===== config.mk =====
export PLATFORM = sky130hd
export DESIGN_NAME = demux16_1_wr_flat
export DESIGN_NICKNAME = d
export VERILOG_FILES = /design/src/rtl/demux16_1_wr_if.sv /design/src/rtl/demux16_1_wr.sv /design/src/flat_wrapper.sv
export SDC_FILE = /design/constraint.sdc
export NUM_CORES = 1
export LEC_CHECK = 0
export CORE_MARGIN = 2
export CORE_UTILIZATION = 30
export CTS_CLUSTER_SIZE = 30
export DETAILED_ROUTE_END_ITERATION = 7
export GPL_TIMING_DRIVEN = 0
export PLACE_DENSITY = 0.53
export SKIP_CTS_REPAIR_TIMING = 1
export SLEW_MARGIN = 25
export SYNTH_ARGS = -nofsm -noshare
export SYNTH_HDL_FRONTEND = slang
export SYNTH_SLANG_ARGS = --single-unit
export TNS_END_PERCENT = 20

===== constraint.sdc =====
create_clock -name clk -period 6.8 [get_ports clk]
set_input_delay 1.7 -clock clk [delete_from_list [all_inputs] [get_ports clk]]
set_output_delay 1.7 -clock clk [all_outputs]
set_load 0.05 [all_outputs]

===== src/rtl/demux16_1_wr_if.sv =====
// Write/clear handshake bundle between a requester and the demux16_1_wr
// register bank.
interface demux16_1_wr_if #(
    parameter int WIDTH = 16
);
    logic             wr_valid;
    logic             wr_ready;
    logic [3:0]       wr_sel;
    logic [WIDTH-1:0] wr_data;
    logic             clr_req;
    logic             busy;
    logic             wr_done;

    modport master (
        output wr_valid, wr_sel, wr_data, clr_req,
        input  wr_ready, busy, wr_done
    );

    modport slave (
        input  wr_valid, wr_sel, wr_data, clr_req,
        output wr_ready, busy, wr_done
    );
endinterface


===== src/rtl/demux16_1_wr.sv =====
// Sixteen-entry register bank written one entry at a time, with a
// sequential clear sweep; its outputs feed the inputs of a mux16_1.
module demux16_1_wr #(
    parameter int WIDTH = 16,
    parameter bit ZERO0 = 1'b0
) (
    input  logic              clk,
    input  logic              rst,
    demux16_1_wr_if.slave     bus,
    output logic [WIDTH-1:0]  out0,
    output logic [WIDTH-1:0]  out1,
    output logic [WIDTH-1:0]  out2,
    output logic [WIDTH-1:0]  out3,
    output logic [WIDTH-1:0]  out4,
    output logic [WIDTH-1:0]  out5,
    output logic [WIDTH-1:0]  out6,
    output logic [WIDTH-1:0]  out7,
    output logic [WIDTH-1:0]  out8,
    output logic [WIDTH-1:0]  out9,
    output logic [WIDTH-1:0]  out10,
    output logic [WIDTH-1:0]  out11,
    output logic [WIDTH-1:0]  out12,
    output logic [WIDTH-1:0]  out13,
    output logic [WIDTH-1:0]  out14,
    output logic [WIDTH-1:0]  out15
);

    typedef enum logic {
        IDLE  = 1'b0,
        CLEAR = 1'b1
    } state_t;

    state_t           state_q, state_d;
    logic [3:0]       clr_idx_q, clr_idx_d;
    logic             done_q;
    logic             wr_fire;
    logic [WIDTH-1:0] regs_q [16];

    // Handshake outputs depend on the state register only, never on requests.
    assign bus.wr_ready = (state_q == IDLE);
    assign bus.busy     = (state_q == CLEAR);
    assign bus.wr_done  = done_q;

    assign wr_fire = bus.wr_valid && (state_q == IDLE);

    always_comb begin
        // NOTE: every always_comb output gets a default first so no path can infer a latch.
        state_d   = state_q;
        clr_idx_d = clr_idx_q;
        unique case (state_q)
            IDLE: begin
                if (bus.clr_req) begin
                    state_d   = CLEAR;
                    clr_idx_d = 4'd0;
                end
            end
            CLEAR: begin
                clr_idx_d = clr_idx_q + 4'd1;
                if (clr_idx_q == 4'd15) begin
                    state_d = IDLE;
                end
            end
            default: state_d = IDLE;
        endcase
    end

    always_ff @(posedge clk) begin
        // NOTE: sequential state uses non-blocking assignments so every register samples pre-edge values.
        if (rst) begin
            state_q   <= IDLE;
            clr_idx_q <= 4'd0;
            done_q    <= 1'b0;
            // NOTE: the register array is reset on purpose; its contents are architecturally visible as zero after reset.
            for (int i = 0; i < 16; i++) begin
                regs_q[i] <= '0;
            end
        end else begin
            state_q   <= state_d;
            clr_idx_q <= clr_idx_d;
            done_q    <= wr_fire;
            if (wr_fire && !(ZERO0 && bus.wr_sel == 4'd0)) begin
                regs_q[bus.wr_sel] <= bus.wr_data;
            end
            // Writes are blocked in CLEAR, so the sweep never races a write.
            if (state_q == CLEAR) begin
                regs_q[clr_idx_q] <= '0;
            end
        end
    end

    assign out0  = ZERO0 ? '0 : regs_q[0];
    assign out1  = regs_q[1];
    assign out2  = regs_q[2];
    assign out3  = regs_q[3];
    assign out4  = regs_q[4];
    assign out5  = regs_q[5];
    assign out6  = regs_q[6];
    assign out7  = regs_q[7];
    assign out8  = regs_q[8];
    assign out9  = regs_q[9];
    assign out10 = regs_q[10];
    assign out11 = regs_q[11];
    assign out12 = regs_q[12];
    assign out13 = regs_q[13];
    assign out14 = regs_q[14];
    assign out15 = regs_q[15];

endmodule

===== src/flat_wrapper.sv =====
// flat-port wrapper written by rule: the top's interface ports become plain ports
module demux16_1_wr_flat 
#(
    parameter int WIDTH = 16,
    parameter bit ZERO0 = 1'b0
)
  (clk, rst, out0, out1, out2, out3, out4, out5, out6, out7, out8, out9, out10, out11, out12, out13, out14, out15, bus_wr_valid, bus_wr_sel, bus_wr_data, bus_clr_req, bus_wr_ready, bus_busy, bus_wr_done);
  demux16_1_wr_if #(.WIDTH(WIDTH)) bus_i ();
  input  logic clk;
  input  logic rst;
  output logic [WIDTH-1:0] out0;
  output logic [WIDTH-1:0] out1;
  output logic [WIDTH-1:0] out2;
  output logic [WIDTH-1:0] out3;
  output logic [WIDTH-1:0] out4;
  output logic [WIDTH-1:0] out5;
  output logic [WIDTH-1:0] out6;
  output logic [WIDTH-1:0] out7;
  output logic [WIDTH-1:0] out8;
  output logic [WIDTH-1:0] out9;
  output logic [WIDTH-1:0] out10;
  output logic [WIDTH-1:0] out11;
  output logic [WIDTH-1:0] out12;
  output logic [WIDTH-1:0] out13;
  output logic [WIDTH-1:0] out14;
  output logic [WIDTH-1:0] out15;
  input wire logic [$bits(bus_i.wr_valid)-1:0] bus_wr_valid;
  input wire logic [$bits(bus_i.wr_sel)-1:0] bus_wr_sel;
  input wire logic [$bits(bus_i.wr_data)-1:0] bus_wr_data;
  input wire logic [$bits(bus_i.clr_req)-1:0] bus_clr_req;
  output wire logic [$bits(bus_i.wr_ready)-1:0] bus_wr_ready;
  output wire logic [$bits(bus_i.busy)-1:0] bus_busy;
  output wire logic [$bits(bus_i.wr_done)-1:0] bus_wr_done;
  assign bus_i.wr_valid = bus_wr_valid;
  assign bus_i.wr_sel = bus_wr_sel;
  assign bus_i.wr_data = bus_wr_data;
  assign bus_i.clr_req = bus_clr_req;
  assign bus_wr_ready = bus_i.wr_ready;
  assign bus_busy = bus_i.busy;
  assign bus_wr_done = bus_i.wr_done;
  demux16_1_wr #(.WIDTH(WIDTH), .ZERO0(ZERO0)) u_core (.clk(clk), .rst(rst), .bus(bus_i), .out0(out0), .out1(out1), .out2(out2), .out3(out3), .out4(out4), .out5(out5), .out6(out6), .out7(out7), .out8(out8), .out9(out9), .out10(out10), .out11(out11), .out12(out12), .out13(out13), .out14(out14), .out15(out15));
endmodule

==> metrics.yaml <==
status: "complete, no violations"
maxSlewHeadroom: 0.363
share_of_the_cycle_needed_by_the_critical_path_after_routing: 0.628
clk_transition_reported_paths_ns: 0.06
syn2layout_area_growth_pct: 45.4
netSwitchingPower_w: 0.00112
first_global_vias: 7477
cp.depth: 7
number_of_enable_type_register_cells_in_the_synthesized_netlist: 256
drt_iter0_markers: 516
place.port_buffers: 282
fin_nets: 1027
clkSinkCount: 262
reported_max_cap_violation_count: 0
worst_pin_slew_ns: 0.952
yosys_warn_count: 0
grt_start_max_net_pins: 16
floorplan.io_pins: 283
worst_ep_required_time_ns: 7.10
route.detailed.wl_per_inst_um: 25.0
timing.final.ws_setup_ns: 2.53
die_y_um: 189
tritoncts.num_buffers: 29
placeableCoreArea_um2: 33600
cts_buffer_depth: 3
ir_drop_v: 0.000178
track_usage: 0.205
ys_seq_area_frac: 0.759
fillCellCount: 3103
cellPowerDensity_nw_per_um2: 263
clock_power_share: 0.362
fin_cells: 1478
power_frac_comb: 0.163
fin_skew_ns: 0.0241
setup_viol_count_final: 0
switch_share: 0.285
timing.critical_path.cells: "clkdlybuf4s50_1 -> buf_2 -> clkinv_1 -> o21ai_2 -> clkbuf_1 -> o31ai_4 -> buf_8"
fmax_mhz: 234
leading_register_cell_type_out_of_synthesis: "edfxtp_1"
die_area_um2: 35800
worstRegToRegCells: 5
cts-root-buf: "clkbuf_16"
hold_path_end: "u_core.clr_idx_q[2]"
worstSkewPairLatency_ns: 0.56
worst_r2r_endpoint: "u_core.regs_q[1][2]"
family_with_the_most_delay_on_the_worst_path: "buffers and inverters"
unrepaired_setup_endpoints_after_global_routing: "no"
synthArstFlopShare: 0
finalWirelength_mm: 37.0
route.antenna.remaining_nets: 0
synth_seq_cells: 262
setup-tns-final_ns: 0
leakagePower_nw: 4.74
critical_path_peak_fanout: 12
hold_viol: 0
worst_hold_startpoint: "u_core.clr_idx_q[2]"
worst_hold_path.num_cells: 2
layout-drive-gt1-share: 0.148
cts-htree-levels: 1
slowest_stage: "clkbuf_1"
syn_area_um2: 10300
detailroute.via_count: 7298
gpl.final_weighted_congestion: 0.768
placementRows: 67
pre_cts_ws_ns: 1.99
timing.hold.ws_ns: 0.599
initial_core_util: 0.306
worst-setup-path-type: "in2reg"
yosys.cell_count.top_type: "edfxtp_1"
chipWidth_um: 189
yosys-top-cells-count: "256 x edfxtp_1, 218 x nor3_1, 40 x nor3_2"
place.detailed.hpwl_mm: 26.1
place_inst: 1419
hold_path.class: "reg2reg"
dr.pass1.iters: 5
synth_top_area_frac: 0.748
r2r_start: "u_core.bus.busy"
timing.critical_path.to_type: "flip-flop"
avgViaCountPerCell: 4.94
first_pass_grt_wire_length_mm: 52.6
worst_path_largest_cell_delay_ns: 0.62
period_minus_slack_ns: 4.27
post_synth.cell_area_avg_um2: 15.3
yosys-top-cells-area: "edfxtp_1 75%, nor3_1 11%, nor3_2 3.9%"
seq_power_share: 0.474
drt_drc_violations_left: 0
final-max-slew-violation-count: 0
grt_antenna_before_repair: 6
worst-endpoint-arrival_ns: 4.57
grt.overflow.total: 0
synthesis.nets: 698
synth_largest_area_cell: "edfxtp_1"
critPathLaunchType: "primary input"
cellInternalPower_w: 0.00282
rrSetupSlack_ns: 4.30
tritoncts: "done"
synth_cell_types: 34
synth_cells: 673
worst-path-buf-inv: 5
-- kinds of logic (layout without fill, tap and decap cells) --
family	Yosys count	after routing	synth area share
fa+ha+maj	1	1	0.00122
buf+inv	71	423	0.0359
other cells	0	5	0
compound gates	27	27	0.0229
mux	4	4	0.00402
simple gates	308	308	0.176
flops	262	262	0.759
-- flip-flops by register name (all words and copies together), names as in the netlist --
| name | flops |
|---|---|
| u_core.bus.busy | 1 |
| u_core.bus.wr_done | 1 |
| u_core.regs_q | 256 |
| u_core.clr_idx_q | 4 |
-- tightest hold or removal path, cell delays in order (launching register included) --
cell and delay (ns):
dfxtp_1 0.40, a22oi_1 0.09, nor2_1 0.08
-- cells in the final DEF, fill, tap and decap left out, types with 2 or more instances in the layout --
master	instances
clkdlybuf4s50_1	282
edfxtp_1	256
nor3_1	218
clkbuf_1	43
nor3_2	40
clkbuf_16	29
buf_6	21
nand3b_1	17
nand3_1	17
buf_2	16
o31ai_4	16
buf_4	10
dfxtp_1	6
diode_2	5
clkinv_1	5
nor2_1	5
buf_1	4
clkinv_2	4
inv_1	3
nand2_1	2
and4bb_2	2
a31oi_2	2
nor3b_1	2
a31oi_4	2
mux2i_1	2
a21oi_1	2
clkbuf_8	2
-- cell type report --
type                       instances  area (µm²)  area share
inverter                           4        15.0     0.00100
tap                              448         561      0.0375
sequential                       262        7810       0.522
antenna                            5        12.5    0.000837
timing repair buffer             298        3010       0.201
buffer                            67         355      0.0238
clock inverter                    10        51.3     0.00343
clock buffer                      44         802      0.0537
multi-input combinational        340        2340       0.156
-- metrics by stage --
stage / area (µm²) / total power, W / util
final: 14900 / 0.00394 / 0.445
after floorplan: 10300 / 0.00227 / -
after CTS: 14900 / 0.00398 / 0.444
after global placement: 13700 / 0.00252 / 0.406
after global routing: 14900 / 0.00407 / 0.444
after detailed placement: 14100 / 0.00255 / 0.419
-- layer usage --
metal	vias up	part of all wire	GRT usage
li1	3292	-	-
met1	3661	0.42	0.273
met2	286	0.48	0.334
met3	57	0.072	0.0473
met4	2	0.024	0.0589
met5	-	0.00035	0
-- power groups by stage --
stage	combinational [W]	sequential, W	clock [W]
floorplan	0.000137	0.00214	0
global placement	0.000614	0.00191	0
detailed placement	0.000646	0.00190	0
CTS	0.000648	0.00187	0.00146
global route	0.000668	0.00187	0.00153
finish	0.000644	0.00187	0.00143
-- how the worst max path moves through the flow --
stage | start | endpoint
after floorplan | rst | u_core.regs_q[1][0]
after global placement | rst | u_core.regs_q[12][11]
after detailed placement | rst | u_core.regs_q[1][2]
after CTS | rst | u_core.regs_q[1][2]
after global routing | rst | u_core.regs_q[1][2]
final | rst | u_core.regs_q[1][2]
(Power assumes the default switching activity.)
